<file path="src/rtl/xalu_seq.sv">
// xalu_seq: nibble-serial word sequencer driving one 4-bit xalu slice; optional self-check built when XALU_SEQ_SELFCHECK_EN is defined
module xalu_seq #(
  parameter int NIBBLES = 4,
  localparam int W = 4*NIBBLES
) (
  input  logic         clk,
  input  logic         rst,
  input  logic         start,
  input  logic [3:0]   op,
  input  logic [W-1:0] opa,
  input  logic [W-1:0] opb,
  input  logic         cin,
  output logic         busy,
  output logic         done,
  output logic [W-1:0] result,
  output logic         cout,
  output logic         zero,
  output logic         eq,
  output logic         err,
  output logic [3:0]   sl_a,
  output logic [3:0]   sl_b,
  output logic [3:0]   sl_f,
  output logic         sl_ci_right,
  output logic         sl_ci_left,
  input  logic [3:0]   sl_d,
  input  logic         sl_co_left,
  input  logic         sl_co_right,
  input  logic         sl_equ
);
  localparam int IW = $clog2(NIBBLES);
  localparam logic [IW-1:0] LAST = IW'(NIBBLES-1);
  typedef enum logic [1:0] {IDLE, RUN, DONE} state_t;
  state_t state, state_n;
  logic [IW-1:0] idx, sel;
  logic [W-1:0] opa_r, opb_r, wres, merged;
  logic [3:0] op_r;
  logic carry, eqr, shr, run, last, nxt_c, keep_c, go;
  assign run = state == RUN;
  assign go = state == IDLE && start;
  assign shr = op_r == 4'd6;
  assign sel = shr ? LAST - idx : idx;
  assign last = idx == LAST;
  assign nxt_c = shr ? sl_co_right : sl_co_left;
  assign keep_c = op_r == 4'd0 || op_r == 4'd6 || op_r == 4'd7;
  assign busy = state != IDLE;
  assign done = state == DONE;
  assign sl_a = run ? opa_r[4*sel +: 4] : 4'h0;
  assign sl_b = run ? opb_r[4*sel +: 4] : 4'h0;
  assign sl_f = op_r;
  assign sl_ci_right = run & ~shr & carry;
  assign sl_ci_left = run & shr & carry;
  // state register
  always_ff @(posedge clk or posedge rst)
    if (rst) state <= IDLE;
    else state <= state_n;
  // next state: one pass per nibble, then a single done cycle
  always_comb begin
    state_n = state;
    state_n = state == IDLE ? (start ? RUN : IDLE) : state == RUN ? (last ? DONE : RUN) : IDLE;
  end
  // working word with the current slice nibble dropped into place
  always_comb begin
    merged = wres;
    merged[4*sel +: 4] = sl_d;
  end
  // operand latch, nibble walk and result publication on the final pass
  always_ff @(posedge clk or posedge rst)
    if (rst) begin
      idx <= '0;
      opa_r <= '0;
      opb_r <= '0;
      op_r <= '0;
      carry <= 1'b0;
      eqr <= 1'b0;
      wres <= '0;
      result <= '0;
      cout <= 1'b0;
      zero <= 1'b0;
      eq <= 1'b0;
    end else if (go) begin
      idx <= '0;
      opa_r <= opa;
      opb_r <= opb;
      op_r <= op;
      carry <= cin;
      eqr <= 1'b1;
      wres <= '0;
    end else if (run) begin
      idx <= idx + 1'b1;
      wres <= merged;
      carry <= nxt_c;
      eqr <= eqr & sl_equ;
      if (last) begin
        result <= merged;
        cout <= keep_c & nxt_c;
        zero <= merged == '0;
        eq <= eqr & sl_equ;
      end
    end
`ifdef XALU_SEQ_SELFCHECK_EN
  logic [3:0] exp_d;
  logic [4:0] sum;
  logic exp_c, bad;
  assign sum = {1'b0, sl_a} + {1'b0, sl_b} + {4'b0, carry};
  assign bad = run && op_r < 4'd9 && (sl_d != exp_d || nxt_c != exp_c);
  // what a healthy slice must return for the nibble being driven
  always_comb begin
    exp_d = 4'h0;
    exp_c = 1'b0;
    case (op_r)
      4'd0: {exp_c, exp_d} = sum;
      4'd1: exp_d = sl_a & sl_b;
      4'd2: exp_d = sl_a | sl_b;
      4'd3: exp_d = sl_a ^ sl_b;
      4'd4: exp_d = sl_a;
      4'd5: exp_d = sl_b;
      4'd6: {exp_d, exp_c} = {carry, sl_a};
      4'd7: {exp_c, exp_d} = {sl_a, carry};
      4'd8: exp_d = ~sl_a;
      default: ;
    endcase
  end
  // sticky mismatch flag, cleared by the next accepted start
  always_ff @(posedge clk or posedge rst)
    if (rst) err <= 1'b0;
    else if (go) err <= 1'b0;
    else if (bad) err <= 1'b1;
`else
  assign err = 1'b0;
`endif
endmodule

</file>
<file path="config.mk">
export PLATFORM = sky130hd
export DESIGN_NAME = xalu_seq
export DESIGN_NICKNAME = d
export VERILOG_FILES = /design/src/rtl/xalu_seq.sv
export SDC_FILE = /design/constraint.sdc
export NUM_CORES = 1
export LEC_CHECK = 0
export BUFFER_PORTS_ARGS = -buffer_cell sky130_fd_sc_hd__buf_4
export CORE_MARGIN = 2
export CORE_UTILIZATION = 45
export CTS_CLUSTER_DIAMETER = 40
export DETAILED_ROUTE_END_ITERATION = 16
export MAX_ROUTING_LAYER = met4
export PLACE_DENSITY = 0.69
export SLEW_MARGIN = 25
export SYNTH_ARGS = -nofsm -noshare
export SYNTH_HDL_FRONTEND = slang
export SYNTH_SLANG_ARGS = --single-unit
</file>
<file path="constraint.sdc">
create_clock -name clk -period 3.65 [get_ports clk]
set_input_delay 1.095 -clock clk [delete_from_list [all_inputs] [get_ports clk]]
set_output_delay 1.095 -clock clk [all_outputs]
set_load 0.02 [all_outputs]
</file>
==> results.md, run 1 <==
Outcome:
- The flow ran to the end, and the final reports show no timing, DRC or antenna violations.

Worst setup path:
- The endpoint identified for the worst register-to-register timing path is zero.
- The slack of the worst reg-to-reg path is 1.20 ns.
- The kind of capture point of the worst setup path is an output port.
- At the worst endpoint, the required time is 2.55 ns.
- The peak fanout along the critical path is 11.
- The worst reg2reg path depth is 5.
- The startpoint of the lowest-slack register-to-register path is sl_f[0].
- The signal arrival time at the worst endpoint is between 2 and 2.5 ns.
- The category of the most critical setup path is flop to output port.
- STA classifies the critical path startpoint as a flop.

CTS:
- The root cell of the clock tree is clkbuf_8.
- The clock tree from TritonCTS is done.
- After clock tree synthesis, the clock-pin slew on the worst setup and hold paths is 0.08 ns.
- The clock passes through at most 2 buffers.
- In this run, CTS created clock tree buffers numbering 9.
- CTS saw between 70 and 80 sinks.
- The insertion delay to the later sink of the worst-skew pair is 0.35 ns.
- CTS built an H-tree with a depth of 3.
- In this run, post-CTS repair resized a total of 0 instances.

STA:
- The count of pins over their slew limit was 0.
- Setup repair after global routing left no endpoint under its margin.
- Final hold analysis gives a worst-case slack of 0.475 ns.
- For the finished layout, the period the worst path requires is 3.53 ns.
- The final critical path takes up 96.8% of the cycle.
- The actual transition at the worst max-transition pin is roughly 0.86 ns.
- The final number of hold-violating endpoints was 0.
- The count of endpoints failing setup in the final report is 0.
- Measured against its own limit, the worst slew margin works out to about two fifths.
- The worst setup margin is about 0.12 ns.
- The sum of negative setup slack is 0 ns.
- The post-route clock skew is 0.00699 ns.
- The maximum achievable frequency is 283 MHz.

Floorplan:
- The area of the core is 7770 µm².
- The die covers 8750 µm².
- The floorplan has 32 rows.
- The die boundary height is 93.5 µm.
- For this configuration, the core starts out at a cell density of between 40% and 50%.
- The die span in x is 93.5 µm.
- 83 I/O pins were placed.

Detailed routing:
- The total number of vias is 2924.
- The first TritonRoute pass finished after 4 iterations.
- The detailed-route wire length per cell is ~14 µm.
- The number of nets with antenna violations after routing is 0.
- The number of remaining DRC errors is 0.
- The detailed router finished its first iteration with 181 violations.
- The total detailed-routing wirelength is 8150 µm.
- The via density per instance is 5.15.

Place:
- After legalization and detailed placement, the total HPWL measured 5710 µm.
- Port buffering added 81 buffers.
- At the end of routability-driven placement, the weighted congestion stood at 0.876.
- Counting tap cells, the placed design contains a total of 551 instances.
- After detailed placement, the total cell area comes to 4290 µm².
- The placement-stage worst setup slack is 0.336 ns.

Yosys:
- The post-synthesis register bit count is 77.
- A synthesized cell averages around 9.4 µm².
- The number of unique standard cell types used by synthesis is 41.
- In the synthesized netlist, the number of instances is 385.
- The combined area of all synthesized cells is 3610 µm².
- The count of warnings emitted by yosys is 0.
- The number of nets in the synthesized netlist is between 400 and 500.
- After synthesis, flip-flops and latches occupy 53.4% of the total area.

Layout:
- Leaving out fill and tap cells, the most frequent cell in the layout is nand2_1.
- The final net count is roughly 510.
- The count of cells in the finished layout, fillers not included, comes to ~570.
- The final core utilization is 58.3%.
- The synthesis-to-finish area growth is 25.5%.
- The number of inserted diodes is 0.
- The ratio of cells with drive above 1 in the final layout is a little over a quarter.
- The top cell types in the final layout, fill and taps aside, are nand2_1 (162), buf_4 (86), dfrtp_1 (77), o21ai_0 (25), nor2_1 (14).
- Once layout is done, the placed cells without fillers occupy 4530 µm².

Global routing:
- The pin count of the biggest net entering global routing is 78.
- Global routing used 21.1% of the available tracks.
- The total grt overflow is 0.
- The wire length of the first global-routing pass is approximately 14000 µm.
- The number of antenna violations at the first check in global routing is 0.
- The number of global-route vias before repair is around 3000.

Pwr:
- Summed over all cells, the static leakage comes to 2.28 nW.
- The maximum vdd drop is 0.467 mV.
- The design draws roughly 4.3 mW.
- The power density normalized to cell area is 940 nW/µm².

Hold path:
- The startpoint identified for the worst hold timing path is result[4].
- The worst hold path was traced through 2 stages.
- The capture endpoint of the worst hold path is result[4].
- The tightest min-delay check is of the flop to flop type.

Flow run:
- The max-capacitance violation count is 0.
==> Yosys cell counts (all sizes together) <==
cell type  number  share of area (%)
or4             1               0.21
xnor2           1               0.45
clkbuf         17                1.8
or2             2               0.35
or3             1               0.17
o311ai          1               0.24
mux4            8                5.0
nor2b           2               0.35
a21o            1               0.21
o2bb2ai         2               0.49
mux2i           7                2.0
nand2         162                 17
o21ai          25                3.5
nor3b           1               0.21
nor2           14                1.5
a22oi           5                1.0
mux2            2               0.62
nand4           7                1.2
dfrtp          77                 53
o41ai           1               0.45
ha              1               0.35
o2111ai         1               0.24
conb            1               0.10
nand3           2               0.28
and3            1               0.17
a211oi          1               0.21
a41oi           1               0.24
and4bb          1               0.45
buf             6                1.2
nor4            2               0.35
xor2            1               0.76
o31ai           2               0.42
a32o            6                1.7
nand2b          6                1.0
inv             2               0.21
a21oi           4               0.55
and2           10                1.7
==> power breakdown <==
group,total (mW),internal [mW],switching (mW)
Sequential,1.51,1.22,0.285
Clock,0.706,0.385,0.320
Combinational,2.04,0.896,1.15
Total,4.26,2.50,1.75
==> worst max-delay path, cell delays in order, from the launching register on <==
cell and delay [ns]:
dfrtp_1 0.43, and4bb_4 0.49, xor2_4 0.19, buf_12 0.16, mux4_2 0.51, and2_1 0.17, buf_4 0.15
==> kinds of logic after synthesis <==
group                      after synthesis  share of synthesized area [%]
AOI/OAI and AO/OA                       50                           9.22
xor gates and xnor gates                 2                           1.21
adders and majority gates                1                          0.347
buffers and inverters                   25                           3.22
DFF                                     77                           53.4
muxes                                   17                           7.66
other                                    1                          0.104
and+or+nand+nor                        212                           24.8
==> timing repair <==
| action | in CTS | in global routing |
|---|---|---|
| buffers inserted | 1 | 0 |
| hold buffers | 0 | 0 |
| endpoints found under the hold margin | 0 | 0 |
| setup endpoints to repair | 7 | 0 |
==> how the worst max path moves through the flow <==
stage                 start       to  slack (ns)  cells past startpoint
floorplan           sl_f[3]  sl_a[3]        0.57                      5
global placement    sl_f[3]  sl_b[3]        0.38                      5
detailed placement  sl_f[3]  sl_a[1]        0.34                      5
CTS                 sl_f[0]  sl_a[1]         0.1                      6
global route        sl_f[0]  sl_a[1]        0.03                      6
finish              sl_f[0]  sl_a[1]        0.12                      6
==> flip-flops by register name, summed over array words and instances, names as in the netlist <==
name and cells:
state 2, eq 1, zero 1, carry 1, result 16, idx 2, cout 1, eqr 1
opb_r 16, wres 16, sl_f 4, opa_r 16
==> area by class of cell <==
class                   count  area (µm²)
flip-flops and latches     77        1930
repair buffers             88         677
multi-input cells         283        1570
fillers                   729        3240
clock buffers              10         128
clock inverters             6        87.6
well taps                 102         128
inverters                   2        7.51
==> metal layers <==
metal  global-route usage (%)  wire, µm  vias to the layer above
li1                         -         -                     1436
met1                     27.1      3600                     1387
met2                     33.0      3900                       88
met3                     4.35       508                       13
met4                     8.70       142                        0
met5                        -         0                        -
No activity file was read; power rests on OpenSTA's default activity.
==> run 2: changes to the inputs <==
- PLACE_DENSITY: 0.69 -> 0.78
- RECOVER_POWER: not set -> 50
==> run 2 against run 1 <==
- the flow now finishes with violations (max-capacitance violations, max-slew violations)
- clock-buffer cell count is 3 higher
- final cell count is 0.88% higher
- cell area is 1.6% higher
- sequential power hardly changed
- core utilization is 0.93 points higher
- sequential cell count stayed put
- clock power is 16% higher
- clock skew is 0.0044 ns higher
==> results.md, run 2 (synthesis gave the netlist of run 1 again) <==
Global routing:
- The wire length of the first global-routing pass is 13900 µm.
- The number of global-route vias before repair is 2950.
- The pin count of the biggest net entering global routing is 40.
- The global-route total usage across every layer is 21.1%.
- The number of antenna violations at the first check in global routing came to 0.
- Global routing finished with a remaining overflow of 0.

Layout:
- In the final layout, the share of cells above drive strength 1 is a little over a quarter.
- The final net count is 514.
- The number of filler cells placed in the layout is 699.
- The synthesis-to-finish area growth is 27.5%.
- The final non-filler cell total is 573.
- The number of inserted diodes is 0.
- The final instance area is between 4000 and 5000 µm².
- The most common cell after layout, fill and taps aside is nand2_1.
- Leaving out fill and tap cells, the most frequent cells in the layout are nand2_1 (162), buf_4 (87), dfrtp_1 (77), o21ai_0 (25), nor2_1 (14).
- The final core utilization is roughly three fifths.

STA:
- For the pin with the worst max-slew slack, the measured transition is roughly 1.6 ns.
- The minimum clock period after layout is 3.52 ns.
- Adding up every negative setup slack in the final design gives 0 ns.
- The count of endpoints failing setup in the final report is 0.
- The final number of hold-violating endpoints came to 0.
- Setup repair after global routing left no endpoint under its margin.
- The count of pins over their slew limit is 39.
- The relative slew slack is -6.73%.
- The post-route clock skew is 0.0114 ns.
- The share of the clock period used by the worst path after layout is 96.5%.
- The maximum achievable frequency is 284 MHz.
- Once routing completed, OpenROAD measured the worst setup slack at approximately 0.13 ns.
- The worst hold slack is ~0.47 ns.

Outcome:
- The final reports fail on max-capacitance violations, max-slew violations.
- The flow ran to the end, but the final reports show violations.

Detailed routing:
- The total detailed-routing wirelength is 8320 µm.
- The via density per instance is 5.25.
- The detailed-route wire length per cell is 14.5 µm.
- The number of remaining DRC errors is 0.
- The total number of vias is 3006.
- The number of nets with antenna violations after routing is 0.
- The first detailed-routing pass took 5 iterations.
- The first-iteration detailed-routing DRC count is around 110.

Pwr:
- The post-layout total power is 4.41 mW.
- The maximum vdd drop is ~0.46 mV.
- Power spread over the standard cell area amounts to 958 nW/µm².
- The leakage power is 2.32 nW.

Place:
- The count of port buffers added during placement is 81.
- Summing all placed instances gives a cell area of 4300 µm².
- At the end of routability-driven placement, the weighted congestion stood at 0.886.
- The count of placed standard cells including taps is 552.
- Prior to clock tree synthesis, the placed netlist has a worst setup slack of 0.333 ns.
- The half-perimeter wire length after detailed placement is 5770 µm.

Floorplan:
- The die boundary height is a little over 90 µm.
- The die span in x is 93.5 µm.
- The die covers 8750 µm².
- In this run the standard cell core region covers 7770 µm².
- 83 I/O pins were placed.
- After floorplanning, the core was divided into 32 placement rows.
- Once the floorplan was initialized, standard cells occupied between 40% and 50% of the core.

CTS:
- The clock passes through at most 2 buffers.
- The insertion delay to the later sink of the worst-skew pair is 0.35 ns.
- Clock tree synthesis selected as its root buffer the cell clkbuf_8.
- TritonCTS built the clock tree.
- The clock transition time at the flip-flop clock pins of the worst setup and hold paths is 0.08 ns.
- The total number of clock tree sinks is 77.
- The H-tree level count is 3.
- In this run, CTS created clock tree buffers numbering 9.

Worst setup path:
- For this design, the slowest cell found on the critical path is mux4_2.
- The largest stage delay on the critical path is 0.50 ns.
- The worst setup path is captured at an output port.
- The data required time of the worst path is 2.55 ns.
- STA classifies the critical path startpoint as a flop.
- The signal arrival time at the worst endpoint is between 2 and 2.5 ns.
- The category of the most critical setup path is flop to output port.
- The signal on the critical path passes through and4bb_4 > xor2_4 > buf_12 > mux4_2 > and2_1 > buf_4.
- Along the worst path, the maximum fanout reaches 6.

Hold path:
- The worst hold path belongs to the class flop to flop.

Flow run:
- Across the run, the number of max-cap violations was 1.
## run 2: cell count changes in the layout (fill, tap and decap cells not counted), moves of 2 or more
cell and change:
clkinv_2 -2, clkbuf_8 +3, clkbuf_4 +2, clkinv_4 -2, clkbuf_1 +3
## run 2: worst max-delay path: cells and delay by family (launching register included)
family | cells | cell delay, ns
simple gates | 2 | 0.65
mux | 1 | 0.50
flops | 1 | 0.42
buf+inv | 2 | 0.30
xor+xnor | 1 | 0.20
## run 2: path summary, 6_finish.rpt
path / from / end / slack [ns] / depth (start not counted)
setup / recovery: sl_f[0] / sl_b[3] / 0.13 / 6
hold / removal: result[4] / result[4] / 0.47 / 2
setup reg to reg: sl_f[0] / zero / 1.07 / 6
hold reg to reg: result[4] / result[4] / 0.47 / 2
max in group asynchronous: rst / wres[8] / 0.80 / 3
min in group asynchronous: rst / result[4] / 1.06 / 2
## run 2: routing by layer
metal | routed length [µm] | up-vias | track usage, %
met5 | 0 | - | -
met4 | 93 | 0 | 8.82
met3 | 645 | 13 | 4.67
met2 | 4070 | 124 | 31.7
met1 | 3510 | 1422 | 27.9
li1 | - | 1447 | -
## run 2: where the power goes
group / total [mW] / switching (mW) / internal (mW) / leakage (nW)
Sequential: 1.51 / 0.292 / 1.22 / 0.994
Clock: 0.818 / 0.307 / 0.511 / 0.130
Combinational: 2.08 / 1.16 / 0.918 / 1.19
## run 2: area by class of cell
class / instances / area, µm² / area share, %
Inverter: 2 / 7.51 / 0.163
Clock buffer: 13 / 169 / 3.67
Tap cell: 102 / 128 / 2.77
Sequential cell: 77 / 1930 / 41.9
Multi-Input combinational cell: 283 / 1580 / 34.3
Clock inverter: 3 / 90.1 / 1.96
Timing Repair Buffer: 93 / 699 / 15.2
## run 2: repair_timing
item	in CTS	in global routing
setup buffers	2	3
setup endpoints to repair	8	7
hold buffers	0	0
gates resized for setup	1	0
pin swaps	0	1
